[src/rtl/core_pkg.sv]
// Shared definitions for the instruction fetch path: NOP encoding, default
// reset PC, fetch FSM states and the IF/ID pipeline register layout.
package core_pkg;

  localparam logic [31:0] NOP_INSTR        = 32'h0000_0000;
  localparam logic [31:0] RESET_PC_DEFAULT = 32'h0000_0000;
  // Clears PC[1:0] so every fetch address is word aligned.
  localparam logic [31:0] PC_ALIGN_MASK    = 32'hFFFF_FFFC;
  localparam logic [31:0] PC_STEP          = 32'd4;

  typedef enum logic [1:0] {
    BOOT  = 2'd0,
    FETCH = 2'd1,
    HOLD  = 2'd2
  } fetch_state_t;

  typedef struct packed {
    logic        valid;
    logic [31:0] pc;
    logic [31:0] pc_plus4;
    logic [31:0] instr;
  } ifid_t;

  localparam ifid_t IFID_BUBBLE = '{
    valid:    1'b0,
    pc:       32'h0000_0000,
    pc_plus4: 32'h0000_0000,
    instr:    NOP_INSTR
  };

endpackage

[src/rtl/fetch_pc_gen.sv]
// Combinational next-PC selection for the fetch stage.
// Priority: redirect > BOOT hold > stall hold > fetch-disable hold > PC+4.
module fetch_pc_gen
  import core_pkg::*;
(
  input  logic [31:0]  pc,
  input  logic         redirect_valid,
  input  logic [31:0]  redirect_pc,
  input  logic         stall,
  input  logic         mem_en,
  input  fetch_state_t state,
  output logic [31:0]  next_pc
);

  // Select the PC for the next cycle; the sum wraps modulo 2^32 on its own.
  always_comb begin
    // NOTE: assign a default first so no path leaves next_pc unassigned, which would infer a latch.
    next_pc = pc;
    if (redirect_valid) begin
      next_pc = redirect_pc & PC_ALIGN_MASK;
    end else if (state == BOOT || stall || !mem_en) begin
      next_pc = pc;
    end else begin
      next_pc = pc + PC_STEP;
    end
  end

endmodule

[src/rtl/fetch_stage.sv]
// Instruction fetch stage: PC register, BOOT/FETCH/HOLD control and the IF/ID
// pipeline register. Instruction memory is read combinationally at imem_addr,
// so a word addressed in cycle N lands in IF/ID at the end of cycle N.
// Optional statistics counters are built when macro FETCH_STATS_EN is defined.
module fetch_stage
  import core_pkg::*;
#(
  parameter logic [31:0] RESET_PC = RESET_PC_DEFAULT,
  parameter int          CNT_W    = 16
) (
  input  logic             clock,
  input  logic             reset,
  input  logic             mem_en,
  input  logic             stall,
  input  logic             redirect_valid,
  input  logic [31:0]      redirect_pc,
  output logic [31:0]      imem_addr,
  input  logic [31:0]      imem_rdata,
  output logic             ifid_valid,
  output logic [31:0]      ifid_pc,
  output logic [31:0]      ifid_pc_plus4,
  output logic [31:0]      ifid_instr
`ifdef FETCH_STATS_EN
  ,
  output logic [CNT_W-1:0] stall_count,
  output logic [CNT_W-1:0] flush_count,
  output logic [CNT_W-1:0] fetch_count
`endif
);

  // A zero-width counter cannot exist; reject it at elaboration.
  if (CNT_W < 1) begin : g_bad_cnt_w
    $error("fetch_stage: CNT_W must be at least 1");
  end

  fetch_state_t state;
  logic [31:0]  pc;
  logic [31:0]  pc_plus4;
  logic [31:0]  next_pc;
  ifid_t        ifid;
  logic         do_load;

  assign pc_plus4 = pc + PC_STEP;

  // A real instruction enters IF/ID only in a steady cycle that is not
  // flushed, stalled, disabled or the post-reset BOOT cycle.
  assign do_load = !redirect_valid && (state != BOOT) && !stall && mem_en;

  fetch_pc_gen u_pc_gen (
    .pc             (pc),
    .redirect_valid (redirect_valid),
    .redirect_pc    (redirect_pc),
    .stall          (stall),
    .mem_en         (mem_en),
    .state          (state),
    .next_pc        (next_pc)
  );

  // Fetch FSM with PC and IF/ID registers; reset forces BOOT, RESET_PC and a bubble.
  always_ff @(posedge clock or posedge reset) begin
    if (reset) begin
      state <= BOOT;
      pc    <= RESET_PC & PC_ALIGN_MASK;
      ifid  <= IFID_BUBBLE;
    end else begin
      // NOTE: non-blocking assignments so every register samples pre-edge values.
      pc <= next_pc;
      if (redirect_valid) begin
        state <= FETCH;
        ifid  <= IFID_BUBBLE;
      end else if (state == BOOT) begin
        state <= FETCH;
        ifid  <= IFID_BUBBLE;
      end else if (stall) begin
        state <= HOLD;
      end else if (!mem_en) begin
        state <= FETCH;
        ifid  <= IFID_BUBBLE;
      end else begin
        state <= FETCH;
        ifid  <= '{valid: 1'b1, pc: pc, pc_plus4: pc_plus4, instr: imem_rdata};
      end
    end
  end

  assign imem_addr     = pc;
  assign ifid_valid    = ifid.valid;
  assign ifid_pc       = ifid.pc;
  assign ifid_pc_plus4 = ifid.pc_plus4;
  assign ifid_instr    = ifid.instr;

`ifdef FETCH_STATS_EN
  localparam logic [CNT_W-1:0] CNT_ONE = CNT_W'(1);

  // Saturating event counters for stalls, flushes and valid IF/ID loads.
  always_ff @(posedge clock or posedge reset) begin
    if (reset) begin
      stall_count <= '0;
      flush_count <= '0;
      fetch_count <= '0;
    end else begin
      if (stall && !redirect_valid && (stall_count != '1)) begin
        stall_count <= stall_count + CNT_ONE;
      end
      if (redirect_valid && (flush_count != '1)) begin
        flush_count <= flush_count + CNT_ONE;
      end
      if (do_load && (fetch_count != '1)) begin
        fetch_count <= fetch_count + CNT_ONE;
      end
    end
  end
`endif

endmodule

[config.mk]
export PLATFORM = sky130hd
export DESIGN_NAME = fetch_stage
export DESIGN_NICKNAME = d
export VERILOG_FILES = /design/src/rtl/core_pkg.sv /design/src/rtl/fetch_pc_gen.sv /design/src/rtl/fetch_stage.sv
export SDC_FILE = /design/constraint.sdc
export NUM_CORES = 1
export LEC_CHECK = 0
export CAP_MARGIN = 20
export CORE_ASPECT_RATIO = 0.7
export CORE_MARGIN = 5
export CORE_UTILIZATION = 49
export DETAILED_ROUTE_END_ITERATION = 10
export HOLD_SLACK_MARGIN = 0.1
export MAX_ROUTING_LAYER = met4
export PLACE_DENSITY = 0.86
export SLEW_MARGIN = 20
export SYNTH_ARGS = -nofsm -noshare
export SYNTH_HDL_FRONTEND = slang
export SYNTH_SLANG_ARGS = --single-unit
[constraint.sdc]
create_clock -name clock -period 9.5 [get_ports clock]
set_clock_uncertainty 0.15 [all_clocks]
set_input_delay 1.9 -clock clock [delete_from_list [all_inputs] [get_ports clock]]
set_output_delay 1.9 -clock clock [all_outputs]
set_load 0.02 [all_outputs]
# ---- Word-level counts from Yosys, hierarchy flattened
# Index checks and enable logic that the tools add are counted.
dict set report word_totals {
  reg_bits 131
  inputBits 69
  output_inout_bits 129
  elab_cells 22
}
dict set report op_classes {
  n_addsub 1
  eq_ne 2
  mux 9
  reduce_logical 4
}
# cell count
set ops {}
lappend ops {{2-to-1 mux 97 bit} 4}
lappend ops {{2-to-1 mux 32 bit} 2}
lappend ops {{adder 32 x 3 -> 32 bit, second input constant} 1}
lappend ops {{2-to-1 mux 2 bit} 3}
lappend ops {{inequality test 3 x 1 -> 1 bit, second input constant} 1}
lappend ops {{logical NOT 2 bit} 1}
lappend ops {{logical OR 1 bit} 2}
lappend ops {{inequality test 2 bit, second input constant} 1}
lappend ops {{logical NOT 1 bit} 1}

# ---- Depth between registers and ports, before layout
dict set report logic_depth {
  depth_word 5
  mapped_depth 8
  ltp_nobuf 6
}

# ---- Hierarchy
# Synthesis repeated with hierarchy kept, for this count alone.
dict set report unflattened {
  hier_cells 607
  hier_area_um2 6147.1
}
# module instances cells_per_inst area_each_um2 seq_area_each_um2
set by_module_without_submodules {}
lappend by_module_without_submodules {fetch_stage 1 388 4880.9 3228.1}
lappend by_module_without_submodules {fetch_pc_gen 1 219 1266.2 0.0}

# ---- Least setup slack after synthesis
# No wires, ideal clock.
dict set report synth_path {
  path_kind {in2reg}
  from {input redirect_valid}
  to {register ifid (netlist bit ifid_instr[2])}
  setup_time_ns 0.066
  t_arrival_ns 3.234
  t_required_ns 9.284
  path_slack_ns 6.050
  stages 5
  n_path_buf 3
  path_cell_list {clkbuf_1 nor3b_1 clkbuf_1 buf_1 a22o_1}
}
dict set report synth_via {
  elab_chain_cells 1
  word_cells_on_any_way 2
  classes_between {1 x eq/ne; 1 x mux}
}
# element line_no
set synth_lines {}
lappend synth_lines {{start: declaration} fetch_stage.sv:15} ;# input logic redirect_valid,
lappend synth_lines {{inequality test 3 x 1 -> 1 bit (no source line) / 2-to-1 mux 97 bit (equally long branches)} --}
lappend synth_lines {{end signal: assignment} fetch_stage.sv:81} ;# ifid <= '{valid: 1'b1, pc: pc, pc_plus4: pc_plus4, instr: imem_rdata};
lappend synth_lines {{end: declaration} fetch_stage.sv:40} ;# ifid_t ifid;
# Several ways; a longest one is shown, not always the timed one.
# A chain may end at the register's enable or synchronous reset.

# ---- Worst setup path after layout
dict set report layout_path {
  from {register pc[8] (netlist: imem_addr[8])}
  to {output imem_addr[8]}
}
# element line_no
set layout_rtl {}
lappend layout_rtl {{start: declaration} fetch_stage.sv:37} ;# logic [31:0] pc;
lappend layout_rtl {{start signal: assignment} fetch_stage.sv:63} ;# pc <= RESET_PC & PC_ALIGN_MASK;
lappend layout_rtl {{start signal: assignment} fetch_stage.sv:67} ;# pc <= next_pc;
lappend layout_rtl {{end: declaration} fetch_stage.sv:17} ;# output logic [31:0] imem_addr,
# No word-level cell between the ends.

==> impl_metrics.ini <==
[sta]
slew_violations = 0
fmax_ghz = 0.266
rsz0062_at_grt = no
finalSetupViolCount = 0
maxSlewHeadroom = 0.329
hold_viol_final = 0
fin_crit_sh = 0.395
post-route-min-period_ps = 3750
whs_ps = 327
finalSetupTns_ps = 0
tightest_slew_ps = 998

[power_and_ir_drop]
power.total_mw = 1.53
leakagePower_nw = 3.42
irDropWorstVdd_mv = 0.114
powerDensity_mw_per_mm2 = 187

[hold_path]
hold_path.startpoint = ifid_valid
hp-class = flip-flop to flip-flop

[synthesis]
synth-seq-cells = 126
synthTopCellsByCount = dfrtp_1, nand2_1, a22o_1
syn_area_mm2 = 0.00564
synthArstFlopShare = 1.00
synthCells = 518
synth_top_area_cell = dfrtp_1
yosysMostFrequentCell = dfrtp_1
yosys_warnings = 0
synth_ff_type = dfrtp_1
synth_top_area_share = 0.559
synth.distinct_cells = 42
ys_top_cells_by_area = dfrtp_1, a22o_1, nand2_1, xnor2_1, o21ai_0
synth_edf_count = 0
synth_area_per_cell_um2 = 10.9
yosysSeqAreaShare = 0.559

[final_layout]
drive_gt1_frac = 0.0875
final_design_area_no_fill_mm2 = 0.00820
final_nets = 754
n_antenna_cell = 0
fillers = 796
area_growth_pct = 45.3

[critical_path]
cp-start-kind = flip-flop
path_buf_inv = 1
crit_chain = clkdlybuf4s50_1
r2r-start = imem_addr[2]
critPathSlowestCell = clkdlybuf4s50_1
slowest_delay_ps = 700
cp_top_family = buffers and inverters
setup.worst_path.start = imem_addr[8]
critPathKind = flip-flop to output pin
required_ps = 7450
crit_arrival_ps = 1700
worstPathMaxFanout = 7
critPathCaptureType = output pin

[clocking]
post_cts_resize_count = 0
htreeDepth = 4
clkTransAtPathRegs_ps = 60
cts_hold_buf = 0
numCtsBuffers = 17
clkSinkCount = 126
cts_tree = yes
clkLatencyLatePin_ps = 410
postCtsSetupBuffers = 0
cts_buffer_depth = 2
cts_root_buf = clkbuf_16

[global_route]
grt.overflow.total = 0
grt_usage = 0.244
grt_antenna_before_repair = 0
grt_pass1_vias = 4995
grt_pass1_wl_um = 26000
grt_max_degree = 73

[route]
avgRoutedWirePerCell_um = 18.5
firstDrtPassIters = 5
ant_nets = 0
vias_per_cell = 5.45
vias = 4634
first_iter_violations = 332
drcViolationCount = 0
routed_wl_um = 15700

[run]
max-cap-violations = 0

[placement]
routabilityCongestion = 0.772
port_buffers = 193
place_area_mm2 = 0.00752
dp_hpwl_um = 10700

[die]
dieArea_mm2 = 0.0138
core_area_mm2 = 0.0111
start_util = 0.507
fp.dieW_um = 138
fp.dieH_um = 99.8
num_rows = 32
num_io_pins = 198

[status]
status = complete, no violations
[sequential cells by signal, indices dropped and copies added (netlist names)]
name	flops
ifid_pc_plus4	30
ifid_instr	32
imem_addr	30
ifid_pc	31
ifid_valid	1
state	2
[routing by layer]
metal / part of all wire / wire length (µm) / vias to the layer above / track usage
met5: 0 / 0 / - / -
met4: 0.015 / 243 / 0 / 0.0820
met3: 0.080 / 1250 / 24 / 0.0894
met2: 0.47 / 7410 / 187 / 0.374
met1: 0.43 / 6790 / 2293 / 0.302
li1: - / - / 2130 / -
[area by class of cell]
class / count / area, µm² / share of cell area
Timing Repair Buffer: 198 / 1960 / 0.240
Inverter: 4 / 17.5 / 0.00214
Clock inverter: 12 / 206 / 0.0252
Clock buffer: 20 / 467 / 0.0569
Sequential cell: 126 / 3150 / 0.385
Tap cell: 153 / 191 / 0.0234
Multi-Input combinational cell: 337 / 2200 / 0.268
[final timing paths]
| kind | to | slack, ps | cells past startpoint |
|---|---|---|---|
| max in group asynchronous | ifid_pc[24] | 6030 | 3 |
| hold reg to reg | ifid_valid | 330 | 2 |
| min in group asynchronous | ifid_pc_plus4[2] | 1790 | 2 |
| setup reg to reg | ifid_pc_plus4[30] | 6790 | 6 |
| hold / removal | ifid_valid | 330 | 2 |
| setup / recovery | imem_addr[8] | 5750 | 1 |
[layout by cell type, fill, tap and decap left out, types with 4 or more instances in the layout]
cell,n
bufinv_16,5
nand4_1,7
buf_4,5
clkdlybuf4s50_1,192
xor2_1,24
nor4_1,4
clkbuf_16,17
dfrtp_1,126
a22o_1,62
nand2_1,79
nand3_1,16
o21ai_0,44
nor2_1,17
xnor2_1,29
nor3_2,5
nor4_2,5
o21ai_1,12
[cell families after synthesis]
group / Yosys count / share of synthesized area
mux: 2 / 0.00355
buf+inv: 56 / 0.0559
simple gates: 157 / 0.145
fa+ha+maj: 1 / 0.00222
flops: 126 / 0.559
other cells: 1 / 0.000665
compound gates: 122 / 0.152
xor+xnor: 53 / 0.0823
[power breakdown]
| part | internal, mW | switching, mW |
|---|---|---|
| Combinational | 0.0954 | 0.100 |
| Sequential | 0.563 | 0.0393 |
| Clock | 0.489 | 0.241 |
[per-stage QoR]
stage / cells / utilization / setup WS, ps
3_5_place_dp: 818 / 0.675 / 5100
2_1_floorplan: 519 / - / 4090
3_3_place_gp: 818 / 0.675 / 5160
4_1_cts: 850 / 0.736 / 5540
5_1_grt: 850 / 0.736 / 5660
6_report: 850 / 0.736 / 5750
Power figures use the tool's default switching activity.
